==> src/rtl/cordic_pkg.sv <==
// Shared CORDIC definitions: default width, controller states and Q2.13 angle tables.
package cordic_pkg;

    localparam int N_DEFAULT = 16;
    localparam int TABLE_LEN = 16;

    typedef enum logic [1:0] {
        IDLE = 2'd0,
        RUN  = 2'd1,
        DONE = 2'd2
    } state_t;

    // round(atan(2^-j) * 8192)
    localparam logic signed [15:0] ARCTAN [0:TABLE_LEN-1] = '{
        16'sd6434, 16'sd3798, 16'sd2007, 16'sd1019,
        16'sd511,  16'sd256,  16'sd128,  16'sd64,
        16'sd32,   16'sd16,   16'sd8,    16'sd4,
        16'sd2,    16'sd1,    16'sd0,    16'sd0
    };

    // round(atanh(2^-j) * 8192); entry 0 is unbounded and never used
    localparam logic signed [15:0] ARCTANH [0:TABLE_LEN-1] = '{
        16'sd0,    16'sd4500, 16'sd2092, 16'sd1029,
        16'sd513,  16'sd256,  16'sd128,  16'sd64,
        16'sd32,   16'sd16,   16'sd8,    16'sd4,
        16'sd2,    16'sd1,    16'sd1,    16'sd0
    };

    function automatic logic signed [15:0] alpha_lookup(input logic m, input int j);
        logic signed [15:0] a;
        a = 16'sd0;
        if (j >= 0 && j < TABLE_LEN) begin
            a = m ? ARCTAN[j] : ARCTANH[j];
        end
        return a;
    endfunction

endpackage

==> src/rtl/cordic_iter_stage.sv <==
// One combinational CORDIC micro-rotation with a runtime shift amount.
module cordic_iter_stage #(
    parameter int N  = 16,
    parameter int JW = 4
) (
    input  logic [JW-1:0]       shift,
    input  logic                m,
    input  logic                rot_vec,
    input  logic signed [N-1:0] x,
    input  logic signed [N-1:0] y,
    input  logic signed [N-1:0] z,
    input  logic signed [N-1:0] alpha,
    output logic signed [N-1:0] x_next,
    output logic signed [N-1:0] y_next,
    output logic signed [N-1:0] z_next
);

    logic                sigma;
    logic signed [N-1:0] x_sh;
    logic signed [N-1:0] y_sh;

    // Arithmetic shifts fill with the sign once the shift reaches the width.
    always_comb begin
        sigma  = rot_vec ? ~z[N-1] : y[N-1];
        x_sh   = x >>> shift;
        y_sh   = y >>> shift;
        x_next = (m ^ sigma) ? (x + y_sh) : (x - y_sh);
        y_next = sigma ? (y + x_sh) : (y - x_sh);
        z_next = sigma ? (z - alpha) : (z + alpha);
    end

endmodule

==> src/rtl/cordic_iter_ctrl.sv <==
// Iterative CORDIC controller: one micro-rotation per RUN cycle, circular or hyperbolic.
module cordic_iter_ctrl
    import cordic_pkg::*;
#(
    parameter int N    = N_DEFAULT,
    parameter int ITER = 14
) (
    input  logic                clk,
    input  logic                rst_n,
    input  logic                in_valid,
    output logic                in_ready,
    input  logic                in_m,
    input  logic                in_rot_vec,
    input  logic signed [N-1:0] in_x,
    input  logic signed [N-1:0] in_y,
    input  logic signed [N-1:0] in_z,
    output logic                out_valid,
    input  logic                out_ready,
    output logic signed [N-1:0] out_x,
    output logic signed [N-1:0] out_y,
    output logic signed [N-1:0] out_z,
    output logic                busy
);

    localparam int JW = $clog2(N);

    state_t              state;
    state_t              state_next;
    logic [JW-1:0]       j;
    logic                rep;
    logic                m_r;
    logic                rv_r;
    logic signed [N-1:0] x_r;
    logic signed [N-1:0] y_r;
    logic signed [N-1:0] z_r;
    logic signed [N-1:0] x_n;
    logic signed [N-1:0] y_n;
    logic signed [N-1:0] z_n;
    logic signed [15:0]  alpha16;
    logic signed [N-1:0] alpha;
    int                  j_int;
    logic                need_rep;
    logic                last_step;

    assign j_int   = int'(j);
    assign alpha16 = alpha_lookup(m_r, j_int);
    assign alpha   = N'(alpha16);

    // Hyperbolic mode revisits shifts 4 and 13 once each to keep convergence.
    assign need_rep  = !m_r && (j_int == 4 || j_int == 13) && !rep;
    assign last_step = m_r ? (j_int == ITER - 1) : (j_int == ITER && !need_rep);

    cordic_iter_stage #(
        .N  (N),
        .JW (JW)
    ) u_stage (
        .shift   (j),
        .m       (m_r),
        .rot_vec (rv_r),
        .x       (x_r),
        .y       (y_r),
        .z       (z_r),
        .alpha   (alpha),
        .x_next  (x_n),
        .y_next  (y_n),
        .z_next  (z_n)
    );

    always_ff @(posedge clk or negedge rst_n) begin
        if (!rst_n) begin
            state <= IDLE;
        end else begin
            state <= state_next;
        end
    end

    always_comb begin
        state_next = state;
        case (state)
            IDLE:    if (in_valid)  state_next = RUN;
            RUN:     if (last_step) state_next = DONE;
            DONE:    if (out_ready) state_next = IDLE;
            default: state_next = IDLE;
        endcase
    end

    always_ff @(posedge clk or negedge rst_n) begin
        if (!rst_n) begin
            m_r  <= 1'b0;
            rv_r <= 1'b0;
            x_r  <= '0;
            y_r  <= '0;
            z_r  <= '0;
            j    <= '0;
            rep  <= 1'b0;
        end else if (state == IDLE && in_valid) begin
            m_r  <= in_m;
            rv_r <= in_rot_vec;
            x_r  <= in_x;
            y_r  <= in_y;
            z_r  <= in_z;
            j    <= in_m ? JW'(0) : JW'(1);
            rep  <= 1'b0;
        end else if (state == RUN) begin
            x_r <= x_n;
            y_r <= y_n;
            z_r <= z_n;
            if (need_rep) begin
                rep <= 1'b1;
            end else begin
                rep <= 1'b0;
                j   <= j + 1'b1;
            end
        end
    end

    assign in_ready  = (state == IDLE);
    assign out_valid = (state == DONE);
    assign busy      = (state != IDLE);
    assign out_x     = x_r;
    assign out_y     = y_r;
    assign out_z     = z_r;

endmodule
==> config.mk <==
export PLATFORM = sky130hd
export DESIGN_NAME = cordic_iter_ctrl
export DESIGN_NICKNAME = d
export VERILOG_FILES = /design/src/rtl/cordic_pkg.sv /design/src/rtl/cordic_iter_stage.sv /design/src/rtl/cordic_iter_ctrl.sv
export SDC_FILE = /design/constraint.sdc
export NUM_CORES = 1
export LEC_CHECK = 0
export CAP_MARGIN = 20
export CORE_MARGIN = 5
export CORE_UTILIZATION = 25
export DETAILED_ROUTE_END_ITERATION = 6
export GPL_TIMING_DRIVEN = 0
export PLACE_DENSITY_LB_ADDON = 0.1
export SYNTH_ARGS = -nofsm -noshare
export SYNTH_HDL_FRONTEND = slang
export SYNTH_HIERARCHICAL = 1
export SYNTH_SLANG_ARGS = --single-unit
==> constraint.sdc <==
create_clock -name clk -period 5.95 [get_ports clk]
set_clock_uncertainty 0.2 [all_clocks]
set_input_delay 0.8925 -clock clk [delete_from_list [all_inputs] [get_ports clk]]
set_output_delay 0.8925 -clock clk [all_outputs]
set_load 0.1 [all_outputs]
==> flow_summary.ini, run 1 <==
[outcome]
status = finished, final reports clean

[flow_run]
max_cap_violations = 0

[placement]
portBuffers = 104
dp.cells = 1381
gp_congestion = 0.865
post-dp-hpwl_um = 20800
postPlaceCellArea_um2 = 8940

[cells_and_area]
most_common_library_cell_in_the_layout_ignoring_fill_and_taps = sky130_fd_sc_hd__nand2_1
design.final.nets = 1122
area_delta_synth_final_pct = 24.9
design_area_um2 = 9240
most-common-layout-cells = sky130_fd_sc_hd__nand2_1 (155), sky130_fd_sc_hd__clkdlybuf4s50_1 (103), sky130_fd_sc_hd__ha_1 (63)
antenna-diode-count = 0
post_layout_nonfiller_instances = 1396
post_route_cells_drive_above_1_share = 0.108

[sta]
min_period_over_period = 0.905
hold_violations = 0
final_setup_violation_count = 0
fmaxAchievable_ghz = 0.186
holdWs_ns = 0.311
drv_slew = 0
setup_tns_ns = 0
rsz0062_at_grt = no
timing.final.crit_period_ns = 5.38
tightest_slew_ns = 1.03
worst_slew_margin_rel = 0.313

[logic_synthesis]
synth_seq_area_share = 0.193
synth_edf_count = 0
post_synth_instance_area_um2 = 7400
ys.warnings.count = 6
post_synth.cell_area_avg_um2 = 8.39
synth_cell_type_count = 85
ys.flop_type = sky130_fd_sc_hd__dfrtp_1
synthCells = 882
synth_seq_cells = 57
asyncSetResetFlopFracSynth = 1.00

[global_routing]
grt-busiest-layer = met2
first_global_vias = 7168
overflow = 0
grt_first_pass_wirelength_um = 41900
grt_start_max_net_pins = 58
globalRouteTotalUtil = 0.159
grt_use_met3 = 0.0232
grt_antenna_before_repair = 0
globalRouteMet1Util = 0.224
grtUsageMet2 = 0.260

[die]
die_outline_area_um2 = 33100
boundaryPins = 105
die-height_um = 182
floorplan.die.width_um = 182
core_area_um2 = 29400
rows = 63
initial_core_util = 0.252

[cts]
h-tree-depth = 3
post-cts-setup-buffers = 0
root_buffer = sky130_fd_sc_hd__clkbuf_16
clkLatencyLatePin_ns = 0.34
cts_num_sinks = 57
path_clk_slew_ns = 0.05
cts_hold_buffers = 0
cts_inserted_buffers = 9
ctsLongestPathBuffers = 2
tritoncts = done
postCtsResizedCells = 0

[critical_path]
timing.setup.critical_path_class = flop to flop
crit_path_start_kind = flop
cp-end-kind = flop
cp_data_required_time_ns = 5.97
worstPathArrival_ns = 5.41
path_max_fanout = 10

[drt]
drt-vias-per-instance = 5.02
via_count = 7008
routed_wl_per_cell_um = 19.0
detail_route.drc_violations = 0
drt_iter0_drc = 470
drt.antenna.violating_nets = 0
drt-total-wl_um = 26500
dr.pass1.iters = 5

[min_path]
hp-class = flop to flop
## worst paths after layout
path	startpoint	endpoint	slack, ns	cells past startpoint
worst min-delay path	out_z[0]	out_z[0]	0.31	2
min in group asynchronous	rst_n	out_y[5]	0.46	1
max in group asynchronous	rst_n	state[0]	4.54	1
worst min register to register	out_z[0]	out_z[0]	0.31	2
worst max register to register	j[1]	out_x[14]	0.57	22
worst max-delay path	j[1]	out_x[14]	0.57	22
## state kept, by name (all words and copies together) (netlist names)
register	cells
j	4
rv_r	1
out_z	16
out_x	16
m_r	1
rep	1
state	2
out_y	16
## per-stage QoR
stage,util,setup WS [ns]
CTS,0.314,0.642
detailed placement,0.304,0.671
finish,0.314,0.566
floorplan,-,1.24
global placement,0.304,0.672
global route,0.314,0.303
## cell families (layout without fill, tap and decap cells)
| group | after synthesis | after routing | share of synthesized area |
|---|---|---|---|
| and+or+nand+nor | 301 | 301 | 0.188 |
| AOI/OAI and AO/OA | 230 | 230 | 0.214 |
| xor gates and xnor gates | 85 | 85 | 0.101 |
| muxes | 64 | 64 | 0.136 |
| other | 1 | 5 | 0.000507 |
| DFF | 57 | 57 | 0.193 |
| adders and majority gates | 66 | 66 | 0.115 |
| buffers and inverters | 78 | 198 | 0.0544 |
## per-layer routing
layer | up-vias | share of wire | wire length, um
met5 | - | 0 | 0
met4 | 0 | 0.011 | 288
met3 | 19 | 0.042 | 1110
met2 | 166 | 0.46 | 12300
met1 | 3377 | 0.48 | 12800
li1 | 3446 | - | -
## cell usage after synthesis (all sizes together), types with 3 or more instances
| master | n | area (um^2) |
|---|---|---|
| mux2 | 16 | 188 |
| mux4 | 25 | 582 |
| a211oi | 5 | 37.5 |
| a31o | 4 | 35.0 |
| buf | 33 | 234 |
| nor3 | 14 | 70.1 |
| dfrtp | 57 | 1430 |
| a41o | 3 | 30.0 |
| o21bai | 7 | 52.6 |
| a21o | 9 | 67.6 |
| mux2i | 23 | 234 |
| inv | 32 | 120 |
| nor2b | 8 | 50.1 |
| ha | 63 | 788 |
| o31ai | 9 | 77.6 |
| nand2b | 16 | 100 |
| a221oi | 5 | 61.3 |
| and3 | 3 | 18.8 |
| or2 | 6 | 37.5 |
| o211ai | 9 | 67.6 |
| or3 | 6 | 42.5 |
| a21oi | 54 | 274 |
| nor2 | 60 | 233 |
| o22ai | 3 | 18.8 |
| a22oi | 50 | 375 |
| o21ai | 41 | 205 |
| nand3 | 10 | 50.1 |
| fa | 3 | 60.1 |
| clkbuf | 13 | 48.8 |
| xnor2 | 51 | 447 |
| xor2 | 34 | 298 |
| a31oi | 10 | 77.6 |
| nand2 | 155 | 582 |
| and2 | 7 | 46.3 |
## area by class of cell
cell class | instances | area [um^2]
clock inverters | 2 | 37.5
inverters | 32 | 120
well taps | 390 | 488
fillers | 3129 | 20200
flip-flops and latches | 57 | 1430
clock buffers | 13 | 260
plain buffers | 46 | 283
multi-input cells | 751 | 5590
repair buffers | 105 | 1040
## worst max-delay path, cell delays in order (launching register included)
cell,delay (ns)
sky130_fd_sc_hd__dfrtp_1,0.48
sky130_fd_sc_hd__buf_6,0.19
sky130_fd_sc_hd__buf_8,0.16
sky130_fd_sc_hd__buf_6,0.18
sky130_fd_sc_hd__buf_2,0.31
sky130_fd_sc_hd__mux4_2,0.41
sky130_fd_sc_hd__a22oi_1,0.19
sky130_fd_sc_hd__o21ai_1,0.16
sky130_fd_sc_hd__inv_1,0.10
sky130_fd_sc_hd__ha_1,0.22
sky130_fd_sc_hd__nand2_1,0.06
sky130_fd_sc_hd__o21ai_0,0.16
sky130_fd_sc_hd__fa_1,0.49
sky130_fd_sc_hd__a21o_1,0.18
sky130_fd_sc_hd__a21oi_1,0.25
sky130_fd_sc_hd__o21bai_1,0.13
sky130_fd_sc_hd__a31oi_1,0.32
sky130_fd_sc_hd__o2111ai_1,0.23
sky130_fd_sc_hd__a31o_2,0.27
sky130_fd_sc_hd__a21oi_1,0.17
sky130_fd_sc_hd__xnor2_1,0.14
sky130_fd_sc_hd__a22oi_1,0.19
sky130_fd_sc_hd__nand2_1,0.07
Power of run 1 is not shown: default switching activity piles up to over one toggle a cycle in this logic, so the estimate is an artifact.
==> run 2, diff against run 1 <==
Settings changed: ABC_CLOCK_PERIOD_IN_PS set to 5950, RECOVER_POWER set to 100.
==> flow_summary.ini, run 2 (synthesis results as in run 1) <==
[outcome]
status = finished, violations left
failed_checks = max-capacitance violations, max-slew violations

[global_routing]
first_global_vias = 7168
grt_antenna_before_repair = 0
grt_start_max_net_pins = 58
globalRouteTotalUtil = 0.159
grt_first_pass_wirelength_um = 41900
overflow = 0

[cts]
post-cts-setup-buffers = 0
cts_num_sinks = 57
ctsLongestPathBuffers = 2
path_clk_slew_ns = 0.05
cts_inserted_buffers = 9
clkLatencyLatePin_ns = 0.34
root_buffer = sky130_fd_sc_hd__clkbuf_16
h-tree-depth = 3
cts_hold_buffers = 0
postCtsResizedCells = 0
tritoncts = done

[critical_path]
worst_r2r_path_depth = 22
worstPathCellList = buf_6 > buf_8 > buf_6 > buf_2 > mux4_2 > a22oi_1 > o21ai_0 > inv_1 > ha_1 > nand2_1 > o21ai_0 > fa_1 > a21o_1 > a21oi_1 > o21bai_1 > a31oi_1 > o2111ai_1 > a31o_2 > a21oi_1 > xnor2_1 > a22oi_1 > nand2_1
worstPathArrival_ns = 5.45
path_max_fanout = 10
critical_path.n_buffers_inverters = 5
cp_delay_by_family_top = compound AO/OA/AOI/OAI gates
timing.rr.start = j[1]
slowest_delay_ns = 0.49
cp_data_required_time_ns = 5.97
cp-end-kind = flop
r2r_end = out_x[14]
slowest_stage = sky130_fd_sc_hd__dfrtp_1
crit_path_start_kind = flop
r2r_slack_ns = 0.52
timing.setup.critical_path_class = flop to flop

[sta]
fmaxAchievable_ghz = 0.184
timing.final.crit_period_ns = 5.43
hold_violations = 0
worst_slew_margin_rel = -1.38
setup_tns_ns = 0
min_period_over_period = 0.913
final_setup_violation_count = 0
drv_slew = 58
holdWs_ns = 0.306
tightest_slew_ns = 3.57
rsz0062_at_grt = no

[min_path]
hp-class = flop to flop
min_to = out_z[0]
whs_path_depth = 2
timing.hold.worst.start = out_z[0]

[cells_and_area]
antenna-diode-count = 0
post_route_cells_drive_above_1_share = 0.100
design.final.nets = 1122
area_delta_synth_final_pct = 24.4
most-common-layout-cells = sky130_fd_sc_hd__nand2_1 (155), sky130_fd_sc_hd__ha_1 (63), sky130_fd_sc_hd__nor2_1 (59)
most_common_library_cell_in_the_layout_ignoring_fill_and_taps = sky130_fd_sc_hd__nand2_1

[placement]
portBuffers = 104
gp_congestion = 0.865
post-dp-hpwl_um = 20800

[drt]
drt_iter0_drc = 455
drt.antenna.violating_nets = 0
via_count = 7032
routed_wl_per_cell_um = 19.0
dr.pass1.iters = 5
drt-total-wl_um = 26600
drt-vias-per-instance = 5.04
detail_route.drc_violations = 0

[die]
die_outline_area_um2 = 33100
die-height_um = 182
rows = 63
initial_core_util = 0.252
floorplan.die.width_um = 182
core_area_um2 = 29400
boundaryPins = 105

[flow_run]
max_cap_violations = 1
## run 2: changes by cell type in the layout (fill, tap and decap cells not counted), moves of 2 or more
cell                              before  now
sky130_fd_sc_hd__buf_4                 7    3
sky130_fd_sc_hd__o21ai_0              31   33
sky130_fd_sc_hd__dlygate4sd3_1         0   52
sky130_fd_sc_hd__o21ai_1              10    8
sky130_fd_sc_hd__clkdlybuf4s50_1     103   51
sky130_fd_sc_hd__clkbuf_1             15   21
## run 2: how the worst max path moves through the flow
| stage | start | to | slack [ns] | depth (start not counted) |
|---|---|---|---|---|
| after global routing | out_y[15] | out_z[14] | 0.20 | 17 |
| after CTS | j[1] | out_x[14] | 0.64 | 22 |
| after floorplan | out_y[12] | out_x[14] | 1.24 | 17 |
| after global placement | j[1] | out_x[14] | 0.67 | 22 |
| after detailed placement | j[1] | out_x[14] | 0.67 | 22 |
| final | j[1] | out_x[14] | 0.52 | 22 |
## run 2: per-layer routing
layer / share of wire / vias to the layer above / track usage
met1: 0.48 / 3401 / 0.224
met4: 0.010 / 0 / 0.0312
met5: 0 / - / 0
li1: - / 3445 / -
met2: 0.46 / 169 / 0.260
met3: 0.044 / 17 / 0.0232
## run 2: worst register-to-register path, stage by stage (launching register included)
cell	delay [ns]
sky130_fd_sc_hd__dfrtp_1	0.49
sky130_fd_sc_hd__buf_6	0.19
sky130_fd_sc_hd__buf_8	0.16
sky130_fd_sc_hd__buf_6	0.19
sky130_fd_sc_hd__buf_2	0.32
sky130_fd_sc_hd__mux4_2	0.42
sky130_fd_sc_hd__a22oi_1	0.18
sky130_fd_sc_hd__o21ai_0	0.19
sky130_fd_sc_hd__inv_1	0.11
sky130_fd_sc_hd__ha_1	0.23
sky130_fd_sc_hd__nand2_1	0.06
sky130_fd_sc_hd__o21ai_0	0.16
sky130_fd_sc_hd__fa_1	0.49
sky130_fd_sc_hd__a21o_1	0.18
sky130_fd_sc_hd__a21oi_1	0.25
sky130_fd_sc_hd__o21bai_1	0.13
sky130_fd_sc_hd__a31oi_1	0.32
sky130_fd_sc_hd__o2111ai_1	0.23
sky130_fd_sc_hd__a31o_2	0.27
sky130_fd_sc_hd__a21oi_1	0.17
sky130_fd_sc_hd__xnor2_1	0.15
sky130_fd_sc_hd__a22oi_1	0.19
sky130_fd_sc_hd__nand2_1	0.07
## run 2: area by class of cell
| class | count | area (um^2) |
|---|---|---|
| inverters | 32 | 120 |
| flip-flops and latches | 57 | 1430 |
| repair buffers | 105 | 1040 |
| plain buffers | 46 | 263 |
| fillers | 3135 | 20200 |
| clock buffers | 13 | 260 |
| multi-input cells | 751 | 5570 |
| well taps | 390 | 488 |
| clock inverters | 2 | 37.5 |
## run 2: through the flow
| step | utilization | instance area (um^2) | setup WS (ns) | instances |
|---|---|---|---|---|
| floorplan | - | 7410 | 1.24 | 886 |
| global placement | 0.304 | 8940 | 0.672 | 1380 |
| detailed placement | 0.304 | 8940 | 0.671 | 1381 |
| CTS | 0.314 | 9240 | 0.642 | 1396 |
| global route | 0.313 | 9210 | 0.201 | 1396 |
| finish | 0.313 | 9210 | 0.520 | 1396 |
Power of run 2 is left out for the same reason.
